==> src/rtl/xrv_mem_arb.sv <==
`default_nettype none
// ============================================================================
// Module      : xrv_mem_arb
// Description : Two-requester arbiter for one single-port synchronous memory
//               with a 1-cycle read latency. Load/store traffic has priority
//               over instruction fetch. A bounded starvation counter gives
//               fetch the slot once STARVE_MAX consecutive data grants have
//               been issued while a fetch was waiting. A fetch flush kills
//               both new fetch grants and the fetch response in flight.
// Ports       : clk, rst               - clock, async active-high reset
//               if_req/if_addr         - fetch read request and word address
//               if_flush               - fetch-stage jump/flush
//               if_gnt/if_rvalid/if_rdata - fetch grant and response
//               d_req/d_we/d_be/d_addr/d_wdata - load/store request
//               d_gnt/d_rvalid/d_rdata - load/store grant and response
//               mem_*                  - memory port (mem_rdata one cycle
//                                        after mem_en)
// Revision    : 1.0 - initial release
// ============================================================================
module xrv_mem_arb #(
   parameter int unsigned STARVE_MAX = 4
) (
   input  logic        clk,
   input  logic        rst,
   input  logic        if_req,
   input  logic [31:0] if_addr,
   input  logic        if_flush,
   output logic        if_gnt,
   output logic        if_rvalid,
   output logic [31:0] if_rdata,
   input  logic        d_req,
   input  logic        d_we,
   input  logic [3:0]  d_be,
   input  logic [31:0] d_addr,
   input  logic [31:0] d_wdata,
   output logic        d_gnt,
   output logic        d_rvalid,
   output logic [31:0] d_rdata,
   output logic        mem_en,
   output logic        mem_we,
   output logic [3:0]  mem_be,
   output logic [31:0] mem_addr,
   output logic [31:0] mem_wdata,
   input  logic [31:0] mem_rdata
);

   localparam logic [3:0] C_STARVE_MAX = 4'(STARVE_MAX);

   typedef enum logic [1:0] {
      OWN_NONE = 2'd0,
      OWN_IF   = 2'd1,
      OWN_D    = 2'd2
   } owner_t;

   owner_t     r_owner;
   owner_t     w_owner_nxt;
   logic [3:0] r_starve;
   logic [3:0] w_starve_nxt;
   logic       w_fetch_ok;
   logic       w_fetch_win;

   // ------------------------------------------------------------------------
   // Combinational grant. Fetch only wins when data is idle or when fetch has
   // already waited through STARVE_MAX data grants; a flushing fetch never
   // wins, so data takes the slot in that case.
   // ------------------------------------------------------------------------
   assign w_fetch_ok  = if_req & ~if_flush;
   assign w_fetch_win = w_fetch_ok & (~d_req | (r_starve == C_STARVE_MAX));
   assign if_gnt      = ~rst & w_fetch_win;
   assign d_gnt       = ~rst & d_req & ~w_fetch_win;

   // Memory request mux: fetch is always a full-word read.
   always_comb begin
      mem_en    = 1'b0;
      mem_we    = 1'b0;
      mem_be    = 4'h0;
      mem_addr  = 32'h0;
      mem_wdata = 32'h0;
      if (d_gnt) begin
         mem_en    = 1'b1;
         mem_we    = d_we;
         mem_be    = d_be;
         mem_addr  = d_addr;
         mem_wdata = d_wdata;
      end else if (if_gnt) begin
         mem_en    = 1'b1;
         mem_be    = 4'hF;
         mem_addr  = if_addr;
      end
   end

   // ------------------------------------------------------------------------
   // Owner tracking and starvation counter (next-state logic).
   // ------------------------------------------------------------------------
   always_comb begin
      w_owner_nxt  = OWN_NONE;
      w_starve_nxt = r_starve;
      if (d_gnt) begin
         w_owner_nxt = OWN_D;
      end else if (if_gnt) begin
         w_owner_nxt = OWN_IF;
      end

      // Counter only advances while a live (unflushed) fetch is being passed
      // over; any fetch grant, withdrawn request or flush restarts the count.
      if (if_gnt || !if_req || if_flush) begin
         w_starve_nxt = 4'h0;
      end else if (d_gnt) begin
         if (r_starve >= C_STARVE_MAX) begin
            w_starve_nxt = C_STARVE_MAX;
         end else begin
            w_starve_nxt = r_starve + 4'h1;
         end
      end
   end

   always_ff @(posedge clk or posedge rst) begin
      if (rst) begin
         r_owner  <= OWN_NONE;
         r_starve <= 4'h0;
      end else begin
         r_owner  <= w_owner_nxt;
         r_starve <= w_starve_nxt;
      end
   end

   // ------------------------------------------------------------------------
   // Responses. The owner register is cleared asynchronously by reset, so an
   // access in flight when reset hits never produces a response. A flush in
   // the response cycle suppresses the stale fetch data.
   // ------------------------------------------------------------------------
   assign d_rvalid  = (r_owner == OWN_D);
   assign if_rvalid = (r_owner == OWN_IF) & ~if_flush;
   assign d_rdata   = d_rvalid  ? mem_rdata : 32'h0;
   assign if_rdata  = if_rvalid ? mem_rdata : 32'h0;

endmodule
`default_nettype wire

==> config.mk <==
export PLATFORM = sky130hd
export DESIGN_NAME = xrv_mem_arb
export DESIGN_NICKNAME = d
export VERILOG_FILES = /design/src/rtl/xrv_mem_arb.sv
export SDC_FILE = /design/constraint.sdc
export NUM_CORES = 1
export LEC_CHECK = 0
export CAP_MARGIN = 20
export CELL_PAD_IN_SITES_DETAIL_PLACEMENT = 1
export CELL_PAD_IN_SITES_GLOBAL_PLACEMENT = 1
export CORE_ASPECT_RATIO = 1.2
export CORE_MARGIN = 2
export CORE_UTILIZATION = 13
export DETAILED_ROUTE_END_ITERATION = 8
export PLACE_DENSITY_LB_ADDON = 0.1
export SYNTH_ARGS = -nofsm -noshare
export SYNTH_HDL_FRONTEND = slang
export SYNTH_SLANG_ARGS = --single-unit
==> constraint.sdc <==
create_clock -name clk -period 1.9 [get_ports clk]
set_clock_uncertainty 0.1 [all_clocks]
set_input_delay 0.38 -clock clk [delete_from_list [all_inputs] [get_ports clk]]
set_output_delay 0.38 -clock clk [all_outputs]
set_load 0.05 [all_outputs]
# Word level (Yosys, flattened, before mapping)
# Index checks and enable logic that the tools add are counted.
[totals] reg_bits=6 input_bits=138 wordCells=37
[op_classes] n_addsub=1 magnitude_cmp=1 eq_ne=3 n_mux=15 bitwise_logic=11 n_reduce_logical=4
[op_table] operator="$mux 32" n=5
[op_table] operator="$mux 4" n=5
[op_table] operator="$and 1x1->1" n=6
[op_table] operator="$add 4x1->4 const B" n=1
[op_table] operator="$eq 4x3->1 const B" n=1
[op_table] operator="$ge 4x3->1 const B" n=1
[op_table] operator="$mux 1" n=4
[op_table] operator="$not 1->1" n=4
[op_table] operator="$eq 2x1->1 const B" n=1
[op_table] operator="$eq 2x2->1 const B" n=1
[op_table] operator="$logic_or 1x1->1" n=2
[op_table] operator="$mux 2" n=1
[op_table] operator="$reduce_bool 2->1" n=1
[op_table] operator="$logic_not 1->1" n=1
[op_table] operator="$or 1x1->1" n=1

# Longest topological paths before layout
[depth] ltp_word=7 depth_mapped=7 mapped_depth_nobuf=5

# Worst setup path before layout
# No wires, ideal clock.
[synth_timing] path_type="register to output" startpoint="register r_starve[0]" endpoint="output mem_be[0]" arrival_time_ps=2095 t_required_ps=1420 slack_ps=-675 stages_incl_launch_ff=6 n_path_buf=0 path_cell_list="dfrtp_1 > inv_1 > ha_1 > nand3b_1 > a211oi_2 > a21o_1"
[synth_via] elab_chain_cells=6 word_cells_on_any_way=8
[synth_rtl] item="start, declared" line="57" text="logic [3:0] r_starve;"
[synth_rtl] item="start signal, assigned" line="123" text="r_starve <= w_starve_nxt;"
[synth_rtl] item="$eq 4x3->1" line="68" text="assign w_fetch_win = w_fetch_ok & (~d_req | (r_starve == C_STARVE_MAX));"
[synth_rtl] item="$or 1x1->1" line="68"
[synth_rtl] item="$and 1x1->1" line="68"
[synth_rtl] item="$and 1x1->1" line="69" text="assign if_gnt = ~rst & w_fetch_win;"
[synth_rtl] item="via if_gnt" line="28" text="output logic if_gnt,"
[synth_rtl] item="$mux 4" line="85" text="end else if (if_gnt) begin"
[synth_rtl] item="$mux 4" line="79" text="if (d_gnt) begin"
[synth_rtl] item="end, declared" line="41" text="output logic [3:0] mem_be,"
# The timed path passes the listed nets, and every way through them passes these cells.

# Worst setup path after layout
[layout_timing] startpoint="register r_starve[0]" endpoint="output mem_addr[23]"
[layout_via] elab_chain_cells=6 word_cells_on_any_way=8
[layout_rtl] item="$eq 4x3->1 *" line="68"
[layout_rtl] item="$or 1x1->1 *" line="68"
[layout_rtl] item="$and 1x1->1 *" line="68"
[layout_rtl] item="$and 1x1->1 / $not 1->1 (equally long branches)" line="69, 70"
[layout_rtl] item="$mux 32 / $and 1x1->1 (equally long branches)" line="85, 70"
[layout_rtl] item="$mux 32 *" line="79"
[layout_rtl] item="end, declared" line="42" text="output logic [31:0] mem_addr,"
# Mark *: on every way between the ends. The rest lies on a longest branch, timed or not.

==> reports/results.md <==
| Item | This run | Unit |
| --- | --- | --- |
| Maximum single-stage delay on the critical path | 0.36 | ns |
| Routed via count | 3273 | - |
| Cell breakdown of the critical path | inv_2 -> ha_2 -> and3b_2 -> buf_12 -> buf_12 -> o211ai_1 -> a21oi_4 -> buf_12 | - |
| Total detailed-routing wirelength | 14400 | µm |
| Critical Path Most Common Cell | buf_12 | - |
| Reg-to-reg critical path endpoint | r_owner[0] | - |
| Capture point of the critical path | mem_addr[23] | - |
| Antenna Diode Count | 0 | - |
| HPWL Detailed | 11200 | µm |
| Pin count of the biggest net entering global routing | 34 | - |
| Pwr Density | 281 | nW/µm² |
| GRT met2 Usage | 35.6 | % |
| Congestion Overflow GR | 0 | - |
| Critical path data arrival time | 1.87 | ns |
| Finish-stage setup viols | 83 | - |
| Fill cells | 1412 | - |
| Total non-filler cell area in the finished layout | 7300 | µm² |
| Hold bufs inserted after CTS | 0 | - |
| Sw Ratio | 39.9 | % |
| Drt initial violations | 47 | - |
| P&R area growth vs syn | 304 | % |
| Comb pwr share | 76.6 | % |
| Max Buffers Root-to-Sink | 2 | - |
| Number of warnings reported in the yosys synthesis log | 0 | - |
| Result of the run | complete, but fails checks | - |
| Synth cell types | 29 | - |
| Required time worst endpoint | 1.42 | ns |
| Clock tree from TritonCTS | yes | - |
| Die Outline Area | 14900 | µm² |
| Final worst slack | -0.454 | ns |
| Count of flip-flops with a built-in enable after synthesis | 0 | - |
| Most Used Layer, Global Route | met2 | - |
| Number of buffers added by the clock tree synthesis step | 3 | - |
| Post-synthesis sequential element count | 6 | - |
| I/O Buffers | 275 | - |
| Width of the die | 112 | µm |
| Final hold slack | 0.231 | ns |
| Root Buffer Master | clkbuf_16 | - |
| Effective utilization at floorplan | 13.2 | % |
| Syn Inst Count | 267 | - |
| Clock-pin slew on the worst setup and hold paths | 0.03 | ns |
| Share of layout cells above drive strength 1 | 56.0 | % |
| Static Leak | 2.79 | nW |
| Number of search-and-repair iterations in the first detailed-routing pass | 4 | - |
| Final nets | 703 | - |
| Depth of the CTS H-tree | 1 | - |
| Cell type of the slowest stage on the worst timing path | dfrtp_1 | - |
| Minimum period implied by the final worst setup slack | 2.35 | ns |
| Placer congestion estimate | 0.824 | - |
| Post-synthesis net count | 407 | - |
| Average vias per placed instance | 4.47 | - |
| Setup CP Type | reg -> out | - |
| Global-route track usage on met1 | 21.6 | % |
| Maximum achievable frequency | 0.425 | GHz |
| Met3 global-route usage | 4.19 | % |
| Number of cells after detailed placement | 709 | - |
| Average routed wire per standard cell | 19.7 | µm |
| Unrepaired setup endpoints after global routing | true | - |
| Clk sinks | 6 | - |
| Crit end category | output pin | - |
| Remaining design rule violation count | 0 | - |
| Reported net switching power | 819 | µW |
| Portion of the post-synthesis area used by sequential elements | 8.31 | % |
| Share of total power in sequential cells | 6.5 | % |
| Worst Max-Slew Pin Slew | 0.330 | ns |
| Post-Syn Area per Cell | 6.77 | µm² |
| Depth of the worst register-to-register path | 7 | - |
| Cell area after technology mapping | 1810 | µm² |
| Std-Cell Core Area | 13700 | µm² |
| Share of synthesized registers carrying an async set or reset | 100 | % |
| Relative contribution of the clock network to total power | 16.9 | % |
| Worst skew pair latency | 0.23 | ns |
| Vertical die dimension | 133 | µm |
| Worst supply voltage drop on vdd | 0.000362 | V |
| Final TNS setup | -30.12 | ns |
| Hold Violations, Final | 0 | - |
| Final Max Slew Viols | 0 | - |
| First-pass GRT wire length | 21800 | µm |
| Violations in the final reports | setup timing | - |
| Number of global-route vias before repair | 3508 | - |
| Maximum net fanout on the critical path | 8 | - |
| Number of antenna violations at the first check in global routing | 0 | - |
| Final non-filler cell total | 732 | - |
| Slack of the worst reg-to-reg path | 0.34 | ns |
| Crit start category | register | - |
| Class of the tightest hold or removal check | in -> async | - |
| Max_slew headroom | 78.0 | % |
| GRT Resource Usage Total | 18.8 | % |
| Antenna-violating nets left | 0 | - |
| Prevailing post-synth register cell | dfrtp_1 | - |
| Max-Cap Viols | 0 | - |
| CP startpoint | r_starve[0] | - |
| Count of pins on the block boundary | 276 | - |
| Critical register-to-register path startpoint | r_starve[0] | - |
| Period utilisation layout | 124 | % |
| Placement row count | 47 | - |
| Area post-placement | 6800 | µm² |
| Cell-internal power | 1.23 | mW |
flip-flops by register name (all words and copies together), names as in the netlist:
register	count
r_owner	2
r_starve	4
metal layers:
layer  routed length, µm  part of all wire [%]  up-vias
met5                   0                     0        -
met3                 985                   6.8       12
li1                    -                     -     1545
met4                 223                   1.5        0
met1                5500                    38     1542
met2                7720                    54      174
layout by cell type (no fill, tap or decap), drive strengths merged:
master | synthesis | final
nand2 | 1 | 1
nand4 | 1 | 1
nand2b | 1 | 1
a211oi | 2 | 2
dfrtp | 6 | 6
o21ai | 1 | 1
nor2 | 3 | 3
clkbuf | 14 | 4
o211ai | 64 | 64
and2 | 97 | 97
clkdlybuf4s50 | 0 | 133
ha | 2 | 2
nor2b | 2 | 2
a21o | 4 | 4
and2b | 1 | 1
nor3b | 1 | 1
o21ba | 1 | 1
and3 | 1 | 1
inv | 4 | 4
dlygate4sd2 | 0 | 2
and3b | 1 | 1
a21oi | 35 | 35
nor3 | 1 | 1
a21boi | 1 | 1
buf | 21 | 190
nand3b | 1 | 1
a22oi | 1 | 1
logic make-up after synthesis:
family	count (synthesis)	share of synthesized area, %
AOI/OAI and AO/OA	109	41.3
adders and majority gates	2	1.38
buffers and inverters	39	10.8
DFF	6	8.31
and+or+nand+nor	111	38.2
how the worst min path moves through the flow:
stage | startpoint | endpoint | slack, ns | cells after the start
after floorplan | rst | r_owner[0] | 0.08 | 1
after global placement | rst | r_owner[0] | 0.47 | 3
after detailed placement | rst | r_owner[0] | 0.47 | 3
after CTS | rst | r_owner[1] | 0.23 | 3
after global routing | rst | r_owner[1] | 0.26 | 3
final | rst | r_owner[1] | 0.23 | 3
stage by stage:
stage / worst slack (ns) / total power, mW / util (%)
finish: -0.454 / 2.05 / 53.3
global route: -0.556 / 2.13 / 53.3
CTS: -0.471 / 2.08 / 53.6
detailed placement: -0.498 / 1.67 / 49.6
global placement: -0.440 / 1.65 / 49.6
floorplan: -0.350 / 0.807 / -
power groups by stage:
stage / clock network, mW / registers [mW] / logic, mW
after floorplan: 0 / 0.134 / 0.674
after global placement: 0 / 0.134 / 1.52
after detailed placement: 0 / 0.134 / 1.54
after CTS: 0.353 / 0.133 / 1.59
after global routing: 0.365 / 0.133 / 1.64
final: 0.348 / 0.133 / 1.57
cell usage after synthesis, types with 2 or more instances:
cell type / n / area (µm²)
dfrtp_1: 6 / 150
nor2b_1: 2 / 12.5
a21oi_1: 35 / 175
nor2_1: 3 / 11.3
buf_2: 12 / 60.1
a21o_1: 4 / 30.0
inv_1: 4 / 15.0
buf_1: 4 / 15.0
buf_6: 4 / 45.0
and2_1: 97 / 607
o211ai_1: 64 / 480
clkbuf_1: 14 / 52.6
ha_1: 2 / 25.0
worst max-delay path, delay by kind of cell (launching register included):
kind / cells / cell delay [ns]
buf+inv: 4 / 0.48
compound gates: 2 / 0.38
flops: 1 / 0.36
simple gates: 1 / 0.25
fa+ha+maj: 1 / 0.17
timing repair:
action,4_1_cts,5_1_grt
pin swaps,59,29
endpoints found under the setup margin,105,105
resized for setup,64,17
cloned,7,1
setup buffers,13,6
cell type report:
class / count / area, µm² / area share [%]
repair buffers: 326 / 4770 / 65.4
multi-input cells: 222 / 2070 / 28.4
well taps: 171 / 214 / 2.93
flip-flops and latches: 6 / 150 / 2.06
clock buffers: 3 / 75.1 / 1.03
inverters: 4 / 15.0 / 0.206
No activity file was read; power rests on OpenSTA's default activity.
